$ cat src/rtl/alu_issue_ctrl_pkg.sv
// rtl/alu_issue_ctrl_pkg.sv - shared types, field indices and widths for the ALU issue controller
package alu_issue_pkg;

    localparam int DATA_W_DEF = 16;
    localparam int ADDR_W_DEF = 15;

    // Hack instruction field bit positions
    localparam int I_TYPE    = 15;
    localparam int I_A       = 12;
    localparam int I_COMP_HI = 11;
    localparam int I_COMP_LO = 6;
    localparam int I_DEST_HI = 5;
    localparam int I_DEST_LO = 3;
    localparam int I_JMP_HI  = 2;
    localparam int I_JMP_LO  = 0;

    // Individual destination bits
    localparam int I_DA = 5;
    localparam int I_DD = 4;
    localparam int I_DM = 3;

    typedef enum logic [1:0] {
        IDLE = 2'd0,
        RD_M = 2'd1,
        EXEC = 2'd2,
        WR_M = 2'd3
    } state_t;

endpackage

$ cat src/rtl/alu_issue_ctrl_if.sv
// rtl/alu_issue_ctrl_if.sv - instruction, ALU and memory bundle between controller and its neighbours
interface alu_issue_ctrl_if
    import alu_issue_pkg::*;
#(
    parameter int DATA_W = DATA_W_DEF,
    parameter int ADDR_W = ADDR_W_DEF
);
    logic              instr_valid;
    logic              instr_ready;
    logic [DATA_W-1:0] instr;

    logic [DATA_W-1:0] alu_x;
    logic [DATA_W-1:0] alu_y;
    logic              alu_zx;
    logic              alu_nx;
    logic              alu_zy;
    logic              alu_ny;
    logic              alu_f;
    logic              alu_no;
    logic [DATA_W-1:0] alu_out;
    logic              alu_ng;

    logic [ADDR_W-1:0] mem_addr;
    logic              mem_rd_req;
    logic              mem_rd_ack;
    logic [DATA_W-1:0] mem_rd_data;
    logic              mem_wr_req;
    logic              mem_wr_ack;
    logic [DATA_W-1:0] mem_wr_data;

    modport master (
        input  instr_valid, instr, alu_out, alu_ng, mem_rd_ack, mem_rd_data, mem_wr_ack,
        output instr_ready, alu_x, alu_y, alu_zx, alu_nx, alu_zy, alu_ny, alu_f, alu_no,
               mem_addr, mem_rd_req, mem_wr_req, mem_wr_data
    );

    modport slave (
        output instr_valid, instr, alu_out, alu_ng, mem_rd_ack, mem_rd_data, mem_wr_ack,
        input  instr_ready, alu_x, alu_y, alu_zx, alu_nx, alu_zy, alu_ny, alu_f, alu_no,
               mem_addr, mem_rd_req, mem_wr_req, mem_wr_data
    );

endinterface

$ cat src/rtl/alu_issue_ctrl_jump_eval.sv
// rtl/alu_issue_ctrl_jump_eval.sv - combinational jump condition from ALU result and jump bits
module alu_jump_eval #(
    parameter int DATA_W = 16
) (
    input  logic [DATA_W-1:0] alu_out,
    input  logic              alu_ng,
    input  logic [2:0]        jmp,
    output logic              take
);
    logic lt;
    logic eq;
    logic gt;

    // Zero is derived here rather than trusting the ALU's own zr flag
    assign lt   = alu_ng;
    assign eq   = (alu_out == '0);
    assign gt   = !lt && !eq;
    assign take = (jmp[2] && lt) || (jmp[1] && eq) || (jmp[0] && gt);

endmodule

$ cat src/rtl/alu_issue_ctrl.sv
// rtl/alu_issue_ctrl.sv - Hack instruction issue/execute controller; optional ALU_ISSUE_PERF_EN counters
module alu_issue_ctrl
    import alu_issue_pkg::*;
#(
    parameter int DATA_W = DATA_W_DEF,
    parameter int ADDR_W = ADDR_W_DEF
) (
    input  logic              clk,
    input  logic              rst_n,
    alu_issue_ctrl_if.master  bus,
    output logic              pc_load,
    output logic [ADDR_W-1:0] pc_target,
    output logic [DATA_W-1:0] a_reg,
    output logic [DATA_W-1:0] d_reg
`ifdef ALU_ISSUE_PERF_EN
    ,
    output logic [31:0]       perf_instr_cnt,
    output logic [31:0]       perf_stall_cnt
`endif
);
    state_t            state;
    state_t            state_nxt;
    logic [I_A:0]      ir;
    logic [DATA_W-1:0] m_q;
    logic [DATA_W-1:0] res_q;
    logic [ADDR_W-1:0] wr_addr_q;
    logic              accept;
    logic              take;

    assign accept = (state == IDLE) && bus.instr_valid;

    // State register
    always_ff @(posedge clk or negedge rst_n) begin
        if (!rst_n) begin
            state <= IDLE;
        end else begin
            state <= state_nxt;
        end
    end

    // Next-state decode; A-instructions never leave IDLE
    always_comb begin
        state_nxt = state;
        case (state)
            IDLE: begin
                if (accept && bus.instr[I_TYPE]) begin
                    state_nxt = bus.instr[I_A] ? RD_M : EXEC;
                end
            end
            RD_M: begin
                if (bus.mem_rd_ack) begin
                    state_nxt = EXEC;
                end
            end
            EXEC: begin
                state_nxt = ir[I_DM] ? WR_M : IDLE;
            end
            WR_M: begin
                if (bus.mem_wr_ack) begin
                    state_nxt = IDLE;
                end
            end
            default: state_nxt = IDLE;
        endcase
    end

    // Architectural registers and operand/result capture
    always_ff @(posedge clk or negedge rst_n) begin
        if (!rst_n) begin
            ir        <= '0;
            a_reg     <= '0;
            d_reg     <= '0;
            m_q       <= '0;
            res_q     <= '0;
            wr_addr_q <= '0;
        end else begin
            case (state)
                IDLE: begin
                    if (accept) begin
                        if (!bus.instr[I_TYPE]) begin
                            a_reg <= {{(DATA_W-ADDR_W){1'b0}}, bus.instr[ADDR_W-1:0]};
                        end else begin
                            ir        <= bus.instr[I_A:0];
                            // M address is frozen to the pre-instruction A
                            wr_addr_q <= a_reg[ADDR_W-1:0];
                        end
                    end
                end
                RD_M: begin
                    if (bus.mem_rd_ack) begin
                        m_q <= bus.mem_rd_data;
                    end
                end
                EXEC: begin
                    if (ir[I_DD]) d_reg <= bus.alu_out;
                    if (ir[I_DA]) a_reg <= bus.alu_out;
                    if (ir[I_DM]) res_q <= bus.alu_out;
                end
                default: ;
            endcase
        end
    end

    alu_jump_eval #(.DATA_W(DATA_W)) u_jump (
        .alu_out (bus.alu_out),
        .alu_ng  (bus.alu_ng),
        .jmp     (ir[I_JMP_HI:I_JMP_LO]),
        .take    (take)
    );

    assign bus.instr_ready = (state == IDLE);
    assign bus.mem_rd_req  = (state == RD_M);
    assign bus.mem_wr_req  = (state == WR_M);
    assign bus.mem_addr    = (state == RD_M) ? a_reg[ADDR_W-1:0] :
                             (state == WR_M) ? wr_addr_q : '0;
    assign bus.mem_wr_data = res_q;

    assign bus.alu_x  = d_reg;
    assign bus.alu_y  = ir[I_A] ? m_q : a_reg;
    assign bus.alu_zx = ir[11];
    assign bus.alu_nx = ir[10];
    assign bus.alu_zy = ir[9];
    assign bus.alu_ny = ir[8];
    assign bus.alu_f  = ir[7];
    assign bus.alu_no = ir[6];

    assign pc_load   = (state == EXEC) && take;
    assign pc_target = wr_addr_q;

`ifdef ALU_ISSUE_PERF_EN
    // Accepted-instruction and memory-wait cycle counters, free-running wrap
    always_ff @(posedge clk or negedge rst_n) begin
        if (!rst_n) begin
            perf_instr_cnt <= '0;
            perf_stall_cnt <= '0;
        end else begin
            if (accept) begin
                perf_instr_cnt <= perf_instr_cnt + 32'd1;
            end
            if (((state == RD_M) && !bus.mem_rd_ack) || ((state == WR_M) && !bus.mem_wr_ack)) begin
                perf_stall_cnt <= perf_stall_cnt + 32'd1;
            end
        end
    end
`endif

endmodule
$ cat src/flat_wrapper.sv
// flat-port wrapper written by rule: the top's interface ports become plain ports
module alu_issue_ctrl_flat import alu_issue_pkg::*;
#(
    parameter int DATA_W = DATA_W_DEF,
    parameter int ADDR_W = ADDR_W_DEF
)
  (clk, rst_n, pc_load, pc_target, a_reg, d_reg, bus_instr_valid, bus_instr, bus_alu_out, bus_alu_ng, bus_mem_rd_ack, bus_mem_rd_data, bus_mem_wr_ack, bus_instr_ready, bus_alu_x, bus_alu_y, bus_alu_zx, bus_alu_nx, bus_alu_zy, bus_alu_ny, bus_alu_f, bus_alu_no, bus_mem_addr, bus_mem_rd_req, bus_mem_wr_req, bus_mem_wr_data);
  alu_issue_ctrl_if #(.DATA_W(DATA_W), .ADDR_W(ADDR_W)) bus_i ();
  input  logic clk;
  input  logic rst_n;
  output logic pc_load;
  output logic [ADDR_W-1:0] pc_target;
  output logic [DATA_W-1:0] a_reg;
  output logic [DATA_W-1:0] d_reg;
  input wire logic [$bits(bus_i.instr_valid)-1:0] bus_instr_valid;
  input wire logic [$bits(bus_i.instr)-1:0] bus_instr;
  input wire logic [$bits(bus_i.alu_out)-1:0] bus_alu_out;
  input wire logic [$bits(bus_i.alu_ng)-1:0] bus_alu_ng;
  input wire logic [$bits(bus_i.mem_rd_ack)-1:0] bus_mem_rd_ack;
  input wire logic [$bits(bus_i.mem_rd_data)-1:0] bus_mem_rd_data;
  input wire logic [$bits(bus_i.mem_wr_ack)-1:0] bus_mem_wr_ack;
  output wire logic [$bits(bus_i.instr_ready)-1:0] bus_instr_ready;
  output wire logic [$bits(bus_i.alu_x)-1:0] bus_alu_x;
  output wire logic [$bits(bus_i.alu_y)-1:0] bus_alu_y;
  output wire logic [$bits(bus_i.alu_zx)-1:0] bus_alu_zx;
  output wire logic [$bits(bus_i.alu_nx)-1:0] bus_alu_nx;
  output wire logic [$bits(bus_i.alu_zy)-1:0] bus_alu_zy;
  output wire logic [$bits(bus_i.alu_ny)-1:0] bus_alu_ny;
  output wire logic [$bits(bus_i.alu_f)-1:0] bus_alu_f;
  output wire logic [$bits(bus_i.alu_no)-1:0] bus_alu_no;
  output wire logic [$bits(bus_i.mem_addr)-1:0] bus_mem_addr;
  output wire logic [$bits(bus_i.mem_rd_req)-1:0] bus_mem_rd_req;
  output wire logic [$bits(bus_i.mem_wr_req)-1:0] bus_mem_wr_req;
  output wire logic [$bits(bus_i.mem_wr_data)-1:0] bus_mem_wr_data;
  assign bus_i.instr_valid = bus_instr_valid;
  assign bus_i.instr = bus_instr;
  assign bus_i.alu_out = bus_alu_out;
  assign bus_i.alu_ng = bus_alu_ng;
  assign bus_i.mem_rd_ack = bus_mem_rd_ack;
  assign bus_i.mem_rd_data = bus_mem_rd_data;
  assign bus_i.mem_wr_ack = bus_mem_wr_ack;
  assign bus_instr_ready = bus_i.instr_ready;
  assign bus_alu_x = bus_i.alu_x;
  assign bus_alu_y = bus_i.alu_y;
  assign bus_alu_zx = bus_i.alu_zx;
  assign bus_alu_nx = bus_i.alu_nx;
  assign bus_alu_zy = bus_i.alu_zy;
  assign bus_alu_ny = bus_i.alu_ny;
  assign bus_alu_f = bus_i.alu_f;
  assign bus_alu_no = bus_i.alu_no;
  assign bus_mem_addr = bus_i.mem_addr;
  assign bus_mem_rd_req = bus_i.mem_rd_req;
  assign bus_mem_wr_req = bus_i.mem_wr_req;
  assign bus_mem_wr_data = bus_i.mem_wr_data;
  alu_issue_ctrl #(.DATA_W(DATA_W), .ADDR_W(ADDR_W)) u_core (.clk(clk), .rst_n(rst_n), .bus(bus_i), .pc_load(pc_load), .pc_target(pc_target), .a_reg(a_reg), .d_reg(d_reg));
endmodule
$ cat config.mk
export PLATFORM = sky130hd
export DESIGN_NAME = alu_issue_ctrl_flat
export DESIGN_NICKNAME = d
export VERILOG_FILES = /design/src/rtl/alu_issue_ctrl_pkg.sv /design/src/rtl/alu_issue_ctrl_if.sv /design/src/rtl/alu_issue_ctrl_jump_eval.sv /design/src/rtl/alu_issue_ctrl.sv /design/src/flat_wrapper.sv
export SDC_FILE = /design/constraint.sdc
export NUM_CORES = 1
export LEC_CHECK = 0
export CAP_MARGIN = 30
export CORE_UTILIZATION = 47
export DETAILED_ROUTE_END_ITERATION = 10
export GPL_TIMING_DRIVEN = 0
export PLACE_DENSITY = 0.95
export SYNTH_ARGS = -nofsm -noshare
export SYNTH_HDL_FRONTEND = slang
export SYNTH_SLANG_ARGS = --single-unit
$ cat constraint.sdc
create_clock -name clk -period 5 [get_ports clk]
set_clock_uncertainty 0.2 [all_clocks]
set_input_delay 1 -clock clk [delete_from_list [all_inputs] [get_ports clk]]
set_output_delay 1 -clock clk [all_outputs]
set_load 0.05 [all_outputs]
Word-level counts from Yosys, hierarchy flattened:

Index checks and enable logic that the tools add are counted.

* flip-flop bits (word level): 94
* input bits: 54
* output and inout bits: 120
* word-level logic and storage cells: 49

* equality and inequality tests: 9
* multiplexer cells: 13
* reduce and logical (&&, ||, !) cells: 20

Operators with widths (count)
* 16-bit 2-to-1 mux: 4
* 16-bit one-hot mux with 2 select lines: 1
* 15-bit 2-to-1 mux: 2
* 16-bit zero test: 1
* 2-bit 2-to-1 mux: 5
* 2-bit one-hot mux with 4 select lines: 1
* 1-bit logical AND: 7
* 2-bit by 1-bit inequality test with 1-bit output (second input constant): 3
* 2-bit inequality test (second input constant): 3
* 2-bit AND reduction: 3
* 3-bit AND reduction: 2
* 2-bit equality test (second input constant): 2
* 4-bit AND reduction: 1
* 2-bit by 1-bit equality test with 1-bit output (second input constant): 1
* 1-bit zero test: 2
* 2-bit zero test: 1
* 1-bit logical OR: 2
* 2-bit nonzero test: 1

Depth between registers and ports, before layout:

* depth in word-level cells: 6
* mapped depth: 6
* gate-level depth less buffers: 4

By module:

From an unflattened synthesis, not the netlist that was laid out.

* cell total of the unflattened synthesis: 309
* area total of the unflattened synthesis: 4445.5 um^2

By module, submodules not included
* alu_issue_ctrl: instances 1, cells an instance 301, area each 4383.0 um^2, sequential area each 2352.3 um^2
* alu_jump_eval: instances 1, cells an instance 8, area each 62.6 um^2, sequential area each 0.0 um^2

Worst setup path after synthesis:

No wires, ideal clock.

* path kind: input port to output port
* from: input port bus_alu_out[2]
* to: output port pc_load
* data arrival time: 2.304 ns
* data required time: 3.800 ns
* path slack: 1.496 ns
* stages: 4
* path buffers: 0
* path through: nor4_1 nand4_1 mux2i_1 a21oi_1

* cells in the longest elaborated chain, start to end: 6
* elaborated cells on any way between the ends: 8
* those cells by class: reduce/logical: 8

Ends and longest elaborated chain
* start, declared: line flat_wrapper.sv:17 `input wire logic [$bits(bus_i.alu_out)-1:0] bus_alu_out;`
* 16-bit zero test (*): line alu_issue_ctrl_jump_eval.sv:16 `assign eq = (alu_out == '0);`
* 1-bit zero test: line alu_issue_ctrl_jump_eval.sv:17 `assign gt = !lt && !eq;`
* 1-bit logical AND: line alu_issue_ctrl_jump_eval.sv:17
* 1-bit logical AND: line alu_issue_ctrl_jump_eval.sv:18 `assign take = (jmp[2] && lt) || (jmp[1] && eq) || (jmp[0] && gt);`
* 1-bit logical OR (*): line alu_issue_ctrl_jump_eval.sv:18
* 1-bit logical AND (*): line alu_issue_ctrl.sv:127 `assign pc_load = (state == EXEC) && take;`
* end, declared: line flat_wrapper.sv:11 `output logic pc_load;`

Mark *: on every way between the ends. The rest lies on a longest branch, timed or not.

Worst setup path in the final report:

* from: input port bus_alu_out[9]
* to: output port pc_load

Same word-level chain as after synthesis.

==> impl_metrics.xml <==
<?xml version="1.0" encoding="UTF-8"?>
<metrics>
  <group name="critical_path">
    <metric name="critPathSlowestCell" unit="">sky130_fd_sc_hd__clkdlybuf4s50_1</metric>
    <metric name="largest_fanout_on_the_critical_path" unit="">4</metric>
    <metric name="type_of_origin_of_the_critical_path" unit="">input pin</metric>
    <metric name="rr_worst_depth" unit="">6</metric>
    <metric name="critical_path.reg2reg.startpoint" unit="">u_core.state[1]</metric>
    <metric name="crit_path_cell_trace" unit="">clkdlybuf4s50_1 -&gt; nor4_1 -&gt; nand4_1 -&gt; mux2i_1 -&gt; a21oi_1 -&gt; clkdlybuf4s50_1</metric>
    <metric name="required" unit="ps">3800</metric>
    <metric name="worst_setup_path_end_kind" unit="">output pin</metric>
    <metric name="crit-reg2reg-capture" unit="">u_core.bus.mem_wr_data[11]</metric>
    <metric name="timing.setup.critical_path_class" unit="">in -&gt; out</metric>
    <metric name="register_to_register_setup_slack" unit="ps">3070</metric>
    <metric name="cpMostUsedCell" unit="">sky130_fd_sc_hd__clkdlybuf4s50_1</metric>
    <metric name="data_arrival_time_at_the_worst_slack_endpoint" unit="ps">3230</metric>
    <metric name="critPathMaxStageDelay" unit="ps">860</metric>
    <metric name="setup.worst_path.start" unit="">bus_alu_out[9]</metric>
  </group>
  <group name="logic_synthesis">
    <metric name="synth-adder-area-share" unit="%">0</metric>
    <metric name="synth.mux.area_fraction" unit="%">27.6</metric>
    <metric name="ys_seq_area_share" unit="%">54.3</metric>
    <metric name="post_synth_xor_area_fraction" unit="%">0</metric>
    <metric name="netlist_instances" unit="">343</metric>
    <metric name="synth_compound_gate_area_share" unit="%">3.61</metric>
    <metric name="mappedNetlistArea" unit="um^2">4330</metric>
    <metric name="synth_top_family_by_area" unit="">multiplexers</metric>
    <metric name="synthesis.yosys.warnings" unit="">0</metric>
    <metric name="syn_area_per_cell" unit="um^2">12.6</metric>
    <metric name="synth.distinct_cells" unit="">26</metric>
    <metric name="synth.ff_latch_count" unit="">94</metric>
    <metric name="post_synth_simple_gate_area" unit="%">8.86</metric>
    <metric name="mappedNetlistNets" unit="">397</metric>
  </group>
  <group name="clock_tree">
    <metric name="h-tree-depth" unit="">3</metric>
    <metric name="tritoncts" unit="">yes</metric>
    <metric name="max-clock-path-buffers" unit="">2</metric>
    <metric name="postCtsResizedCells" unit="">0</metric>
    <metric name="clkSlewWorstSetupHoldPaths" unit="ps">100</metric>
    <metric name="post-cts-setup-buffers" unit="">0</metric>
    <metric name="clock_latency" unit="ps">360</metric>
    <metric name="tritoncts.num_buffers" unit="">9</metric>
    <metric name="cts.root.buffer_cell" unit="">sky130_fd_sc_hd__clkbuf_8</metric>
    <metric name="cts_hold_repair.buffers" unit="">0</metric>
    <metric name="clock_sink_count" unit="">94</metric>
  </group>
  <group name="sta">
    <metric name="timing.final.crit_share" unit="%">88.6</metric>
    <metric name="hold_fails_final_rpt" unit="">0</metric>
    <metric name="actual_transition_at_the_worst_max_transition_pin" unit="ps">558</metric>
    <metric name="setup-violations-final" unit="">0</metric>
    <metric name="final_critical_path_setup_slack" unit="ps">571</metric>
    <metric name="grt_setup_unrepaired" unit="">false</metric>
    <metric name="slew_viol_final" unit="">0</metric>
    <metric name="setup_tns" unit="ps">0</metric>
    <metric name="fin_worst_hold_slack" unit="ps">312</metric>
    <metric name="period_needed" unit="ps">4430</metric>
    <metric name="max_slew_margin" unit="%">62.8</metric>
    <metric name="fmax" unit="MHz">226</metric>
  </group>
  <group name="min_path">
    <metric name="hold_path.class" unit="">reg -&gt; reg</metric>
    <metric name="worstHoldStart" unit="">u_core.m_q[9]</metric>
    <metric name="worst_hold_path.endpoint" unit="">u_core.m_q[9]</metric>
    <metric name="hold_depth" unit="">1</metric>
  </group>
  <group name="floorplanning">
    <metric name="pin_count" unit="">174</metric>
    <metric name="core_area" unit="um^2">8810</metric>
    <metric name="y_dimension_of_the_die" unit="um">98.0</metric>
    <metric name="placementRows" unit="">34</metric>
    <metric name="floorplan.initialDensity" unit="%">49.2</metric>
    <metric name="die_area" unit="um^2">9610</metric>
    <metric name="width_of_the_die" unit="um">98.0</metric>
  </group>
  <group name="route">
    <metric name="route.detailed.wl_per_inst" unit="um">18.5</metric>
    <metric name="ant_nets" unit="">0</metric>
    <metric name="routed-via-count" unit="">3409</metric>
    <metric name="detailedRoute.firstPassIterationCount" unit="">10</metric>
    <metric name="drc" unit="">12</metric>
    <metric name="drt_wl_total" unit="um">11800</metric>
    <metric name="iteration_0_drc_markers" unit="">142</metric>
    <metric name="detail_route.vias_per_cell" unit="">5.32</metric>
  </group>
  <group name="global_route">
    <metric name="first_pass_grt_wire_length" unit="um">18600</metric>
    <metric name="grt_resource_usage_total" unit="%">25.1</metric>
    <metric name="grt_start_max_net_pins" unit="">66</metric>
    <metric name="grt-ovfl-total" unit="">0</metric>
    <metric name="grt_pass1_vias" unit="">3654</metric>
    <metric name="antenna_found_initial" unit="">0</metric>
  </group>
  <group name="place">
    <metric name="final_estimated_routing_congestion_in_global_placement" unit="">0.787</metric>
    <metric name="preCtsSetupSlack" unit="ps">556</metric>
    <metric name="dp_hpwl" unit="um">9000</metric>
    <metric name="port_buffers" unit="">173</metric>
  </group>
  <group name="layout">
    <metric name="area_growth" unit="%">49.0</metric>
    <metric name="antenna_cells" unit="">0</metric>
    <metric name="share_of_cells_above_drive_strength_1" unit="%">26.6</metric>
    <metric name="final_layout_fill_cell_count" unit="">613</metric>
    <metric name="final_net_count" unit="">582</metric>
  </group>
  <group name="run_status">
    <metric name="outcome" unit="">complete, but fails checks</metric>
    <metric name="failed_checks" unit="">DRC</metric>
  </group>
  <group name="flow_run">
    <metric name="drv_cap" unit="">0</metric>
  </group>
</metrics>
synth_stat cells:
master,count,area (um^2)
sky130_fd_sc_hd__dfrtp_1,94,2350
sky130_fd_sc_hd__mux2_2,89,1000
sky130_fd_sc_hd__nand2_1,33,124
sky130_fd_sc_hd__buf_4,19,143
sky130_fd_sc_hd__nor2b_1,18,113
sky130_fd_sc_hd__mux2i_1,16,160
sky130_fd_sc_hd__nor2_1,16,60.1
sky130_fd_sc_hd__a31oi_1,15,93.8
sky130_fd_sc_hd__buf_2,7,35.0
sky130_fd_sc_hd__clkbuf_1,7,26.3
sky130_fd_sc_hd__nor4_1,4,25.0
sky130_fd_sc_hd__a21oi_1,3,15.0
sky130_fd_sc_hd__buf_6,3,33.8
sky130_fd_sc_hd__mux2_1,3,33.8
sky130_fd_sc_hd__nand2_2,3,18.8
sky130_fd_sc_hd__a221oi_1,2,17.5
sky130_fd_sc_hd__inv_1,2,7.51
sky130_fd_sc_hd__a21oi_4,1,16.3
sky130_fd_sc_hd__a31o_2,1,8.76
sky130_fd_sc_hd__and2_1,1,6.26
sky130_fd_sc_hd__and2b_1,1,7.51
sky130_fd_sc_hd__and3_1,1,6.26
sky130_fd_sc_hd__nand2b_1,1,6.26
sky130_fd_sc_hd__nand4_1,1,6.26
sky130_fd_sc_hd__o21ai_0,1,5.00
sky130_fd_sc_hd__or3b_4,1,11.3
layout by cell type (no fill, tap or decap), types with 3 or more instances in the layout:
cell type,instances
sky130_fd_sc_hd__mux2_1,3
sky130_fd_sc_hd__nand2_1,33
sky130_fd_sc_hd__clkdlybuf4s50_1,172
sky130_fd_sc_hd__dfrtp_1,94
sky130_fd_sc_hd__buf_4,20
sky130_fd_sc_hd__mux2i_1,16
sky130_fd_sc_hd__a31oi_1,15
sky130_fd_sc_hd__nor4_1,4
sky130_fd_sc_hd__mux2_2,89
sky130_fd_sc_hd__nor2_1,16
sky130_fd_sc_hd__a21oi_1,3
sky130_fd_sc_hd__nor2b_1,18
sky130_fd_sc_hd__nand2_2,3
sky130_fd_sc_hd__buf_6,3
sky130_fd_sc_hd__clkbuf_8,10
sky130_fd_sc_hd__clkbuf_1,7
sky130_fd_sc_hd__buf_2,7
kinds of logic (layout without fill, tap and decap cells):
group                  Yosys count  in the layout
flip-flops                      94             94
AO/OA/AOI/OAI                   23             23
buffers and inverters           38            228
multiplexers                   108            108
AND/OR/NAND/NOR                 80             80
how the worst max path moves through the flow:
stage                     end  slack [ps]  cells past startpoint
6_report              pc_load         570                      6
3_5_place_dp          pc_load         560                      6
2_1_floorplan         pc_load        1500                      4
3_3_place_gp   u_core.m_q[13]        -570                      1
5_1_grt               pc_load         500                      6
4_1_cts               pc_load         560                      6
worst max-delay path: cells and delay by family:
kind	cells	cell delay, ps
AOI/OAI and AO/OA	1	150
buffers and inverters	2	1350
muxes	1	160
and+or+nand+nor	2	560
layer usage:
layer	share of wire, %	global-route usage [%]	vias up
met4	2.0	8.74	0
met5	0	0	-
met3	6.5	4.72	18
met1	40	30.1	1712
met2	51	45.2	134
li1	-	-	1545
area by class of cell:
cell class | instances | area (um^2) | area share (%)
Inverter | 2 | 7.51 | 0.116
Buffer | 36 | 238 | 3.68
Clock inverter | 6 | 92.6 | 1.43
Clock buffer | 10 | 138 | 2.13
Sequential cell | 94 | 2350 | 36.4
Multi-Input combinational cell | 211 | 1740 | 26.9
Tap cell | 108 | 135 | 2.09
Timing Repair Buffer | 174 | 1760 | 27.2
per-stage QoR:
step | area (um^2) | util (%) | cells
floorplan | 4330 | - | 343
global placement | 6200 | 70.4 | 624
detailed placement | 6230 | 70.7 | 625
CTS | 6460 | 73.3 | 641
global route | 6460 | 73.3 | 641
finish | 6460 | 73.3 | 641
Power is left out: the tool's default activity adds up to more than one toggle a clock period on the data nets, which glitch-free logic cannot reach.
==> RTL edit 1 (config.mk and constraints unchanged) <==
`DATA_W_DEF`: 16 -> 32.
--- a/src/rtl/alu_issue_ctrl_pkg.sv
+++ b/src/rtl/alu_issue_ctrl_pkg.sv
@@ -1,7 +1,7 @@
 // rtl/alu_issue_ctrl_pkg.sv - shared types, field indices and widths for the ALU issue controller
 package alu_issue_pkg;
 
-    localparam int DATA_W_DEF = 16;
+    localparam int DATA_W_DEF = 32;
     localparam int ADDR_W_DEF = 15;
 
     // Hack instruction field bit positions
Ports: changed (8 resized); port bits go from 174 to 302. The function was not compared with the original's and may differ.
==> RTL edit 1 against the unedited design <==
  * Design area increased by 74%
  * Area after synthesis rose by 71%
  * Synthesized cell count increased by 58%
  * Routed wire length increased by 88%
  * Global-route usage is 3.1 points higher
  * Fmax fell by 4.4%
  * Worst setup slack got worse by 0.20 ns
  * Sequential cell count increased by 64
Power is not shown: default switching activity piles up to over one toggle a cycle in this logic, so the estimate is an artifact.
==> RTL edit 1: results <==
metrics = {
    "global_routing": {
        "grt_use_met2": 0.471,
        "track_usage": 0.282,
        "grt_pass1_vias": 5826,
        "grt_max_degree": 100,
        "grt_first_pass_wirelength_um": 34000,
        "use_met3": 0.0674,
        "grtUsageMet1": 0.358,
    },
    "sta": {
        "worst_pin_slew_ns": 0.601,
    },
    "synthesis": {
        "synthTopCellsByCount": "dfrtp_1 (158), mux2_2 (96), mux2_4 (60), nand2_1 (53), buf_4 (35)",
        "syn_inst": 541,
        "synth_cell_types": 27,
        "syn_nets": 643,
        "synth_area_mm2": 0.00739,
        "synthTopCellsByArea": "dfrtp_1 (53%), mux2_2 (15%), mux2_4 (12%)",
        "yosysSeqAreaShare": 0.535,
    },
    "finish": {
        "bufAreaShareNonClock": 0.299,
        "drive_gt1_frac": 0.293,
        "multiInputGateArea_mm2": 0.00297,
        "multi_input_gates": 319,
        "clockNetworkAreaShare": 0.0603,
        "nNetsFinal": 948,
        "clkbuf_count": 19,
        "n_all_inverters": 0,
        "nNonClkBuffers": 350,
        "seq_cells": 158,
        "seqCellArea_mm2": 0.00395,
        "nFillCells": 1008,
        "syn_to_final_growth_pct": 51.7,
    },
    "clocking": {
        "clkTransAtPathRegs_ns": 0.06,
        "clk_latency_ns": 0.42,
        "htree_levels": 4,
        "cts_root_buf": "clkbuf_16",
        "cts_made_buffers": 17,
    },
    "critical_path": {
        "rr_startpoint": "u_core.state[1]$_DFFE_PN0P_",
        "startpoint": "bus_alu_out[12]",
        "critPathArrivalTime_ns": 3.43,
    },
    "placement": {
        "port_buffers": 285,
        "place_hpwl_um": 16700,
        "dpl-instance-area_mm2": 0.0105,
        "gp_congestion": 0.863,
        "placed_cells": 1038,
    },
    "drt": {
        "wl_met2_um": 11300,
        "met3_length_um": 1180,
        "postRouteAntennaNets": 0,
        "drt_iter0_drc": 318,
        "dr.pass1.iters": 5,
        "wl_per_cell_um": 20.8,
        "wirelength_um": 22300,
        "vias": 5495,
        "wirelength_met1_um": 9280,
    },
    "min_path": {
        "hold_start": "u_core.m_q[31]$_DFFE_PN0P_",
        "hold_path.class": "reg2reg",
    },
    "outcome": {
        "outcome": "finished clean",
    },
}
## RTL edit 1: kinds of logic after synthesis
kind of cell,count (synthesis),share of synthesized area
compound gates,41,0.0301
buf+inv,64,0.0638
flops,158,0.535
mux,187,0.310
simple gates,91,0.0614
## RTL edit 1: final timing paths
check                      slack, ns  cells past startpoint                                endpoint
min in group asynchronous       0.35                      1  u_core.bus.mem_wr_data[19]$_DFFE_PN0P_
hold reg to reg                 0.31                      1              u_core.m_q[31]$_DFFE_PN0P_
max in group asynchronous       3.35                      2         u_core.pc_target[7]$_DFFE_PN0P_
setup reg to reg                2.89                      4               u_core.ir[11]$_DFFE_PN0P_
setup / recovery                0.37                      6                                 pc_load
hold / removal                  0.31                      1              u_core.m_q[31]$_DFFE_PN0P_
## RTL edit 1: critical path, cell delays in order
cell and delay [ns]:
clkdlybuf4s50_1 0.55, nor4_1 0.44, nand4_1 0.22, a2111o_1 0.32, and3_1 0.18, clkdlybuf4s50_1 0.72
==> RTL edit 2 (same flow settings) <==
Made on the original files. The 4 states of `state_t` get a one-hot encoding in 4 bits.
--- a/src/rtl/alu_issue_ctrl_pkg.sv
+++ b/src/rtl/alu_issue_ctrl_pkg.sv
@@ -19,11 +19,11 @@
     localparam int I_DD = 4;
     localparam int I_DM = 3;
 
-    typedef enum logic [1:0] {
-        IDLE = 2'd0,
-        RD_M = 2'd1,
-        EXEC = 2'd2,
-        WR_M = 2'd3
+    typedef enum logic [3:0] {
+        IDLE = 4'b0001,
+        RD_M = 4'b0010,
+        EXEC = 4'b0100,
+        WR_M = 4'b1000
     } state_t;
 
 endpackage
Formal check against the unedited RTL: no difference found for any inputs over 4 cycles, from zero or initial values and one cycle with rst_n low; so few cycles prove little.
==> RTL edit 2 against the unedited design <==
  * Worst hold slack worse by 0.027 ns
  * Routed wire length shrank 0.23%
  * Sequential cell count up 2
  * Worst setup slack worse by 0.13 ns
  * Synthesized cell count increased by 3.2%
  * Design area grew 0.66%
  * First-iteration DRC count decreased by 20%
  * Area after synthesis up 1.6%
  * Critical path type unchanged
Power is left out: the tool's default activity adds up to more than one toggle a clock period on the data nets, which glitch-free logic cannot reach.
==> RTL edit 2: results <==
metrics = {
    "outcome": {
        "outcome": "finished clean",
    },
    "drt": {
        "wirelength_um": 11800,
        "drt_iter0_drc": 113,
        "vias": 3399,
        "dr.pass1.iters": 4,
    },
    "synthesis": {
        "yosys-mux-area-fraction": 0.250,
        "synth-compound-area-share": 0.0423,
        "synthFlopType": "dfrtp_1",
        "synthTopCellsByArea": "dfrtp_1 (54%), mux2_2 (21%), nand2_1 (7.5%)",
        "synthTopCellsByCount": "dfrtp_1 (95), nand2_1 (88), mux2_2 (84), buf_4 (17), a22o_1 (15)",
        "synth_cell_types": 27,
        "yosys.area_share.adder": 0,
        "syn_nets": 408,
        "synth_area_per_cell_um2": 12.4,
        "yosysSeqAreaShare": 0.546,
        "yosysWarnings": 0,
        "synth-async-reset-ratio": 1.00,
    },
    "global_routing": {
        "track_usage": 0.254,
        "antenna_found_initial": 0,
        "grt_pass1_vias": 3646,
        "grt_first_pass_wirelength_um": 19000,
        "grt_max_degree": 60,
    },
    "min_path": {
        "min_path_cells": 2,
        "hold_path_end": "u_core.ir[2]$_DFFE_PN0P_",
        "hold_start": "u_core.ir[2]$_DFFE_PN0P_",
        "hold_path.class": "reg2reg",
    },
    "clocking": {
        "postCtsSetupRepairBufs": 0,
        "cts_max_path_buffers": 2,
        "htree_levels": 3,
        "cts_made_buffers": 9,
    },
    "sta": {
        "slew_headroom": 0.397,
        "period_share": 0.913,
        "whs_ns": 0.285,
    },
    "critical_path": {
        "critPathArrivalTime_ns": 3.36,
        "startpoint": "bus_alu_out[10]",
        "cp_slowest_stage_delay_ns": 0.86,
        "reg2reg_depth": 5,
        "rr_endpoint": "u_core.a_reg[9]$_DFFE_PN0P_",
        "rr_startpoint": "u_core.state[1]$_DFFE_PN0P_",
        "endpoint": "pc_load",
        "cpMaxStageDelayCell": "clkdlybuf4s50_1",
        "r2r_slack_ns": 2.54,
    },
    "finish": {
        "nNetsFinal": 593,
        "fin_cells": 652,
        "drive_gt1_frac": 0.268,
        "diodes": 0,
    },
    "placement": {
        "dp_worst_setup_slack_ns": 0.487,
        "place_hpwl_um": 8890,
        "placed_cells": 636,
        "gp_congestion": 0.771,
        "dpl-instance-area_mm2": 0.00630,
    },
}
[RTL edit 2: changes by cell type after synthesis, moves of 5 or more]
cell     unedited run  this run
mux2_4              0         9
nand2_1            33        88
a31oi_1            15         0
nor2_1             16         0
nor2b_1            18         2
a22o_1              0        15
mux2i_1            16         2
mux2_2             89        84
[RTL edit 2: area by class of cell]
cell class,count,area [µm²]
multi-input cells,223,1780
repair buffers,174,1760
well taps,108,135
clock inverters,7,77.6
flip-flops and latches,96,2400
plain buffers,32,208
clock buffers,9,124
inverters,3,11.3
fillers,632,2390
[RTL edit 2: layer usage]
layer	track usage	vias to the layer above	routed length (µm)
met5	0	-	0
met4	0.0758	0	147
met3	0.0525	13	689
met2	0.436	123	5970
met1	0.324	1692	5000
li1	-	1571	-
[RTL edit 2: worst max-delay path: cells and delay by family]
kind	cells	cell delay [ns]
buffers and inverters	2	1.34
AND/OR/NAND/NOR	2	0.70
multiplexers	1	0.16
AO/OA/AOI/OAI	1	0.16
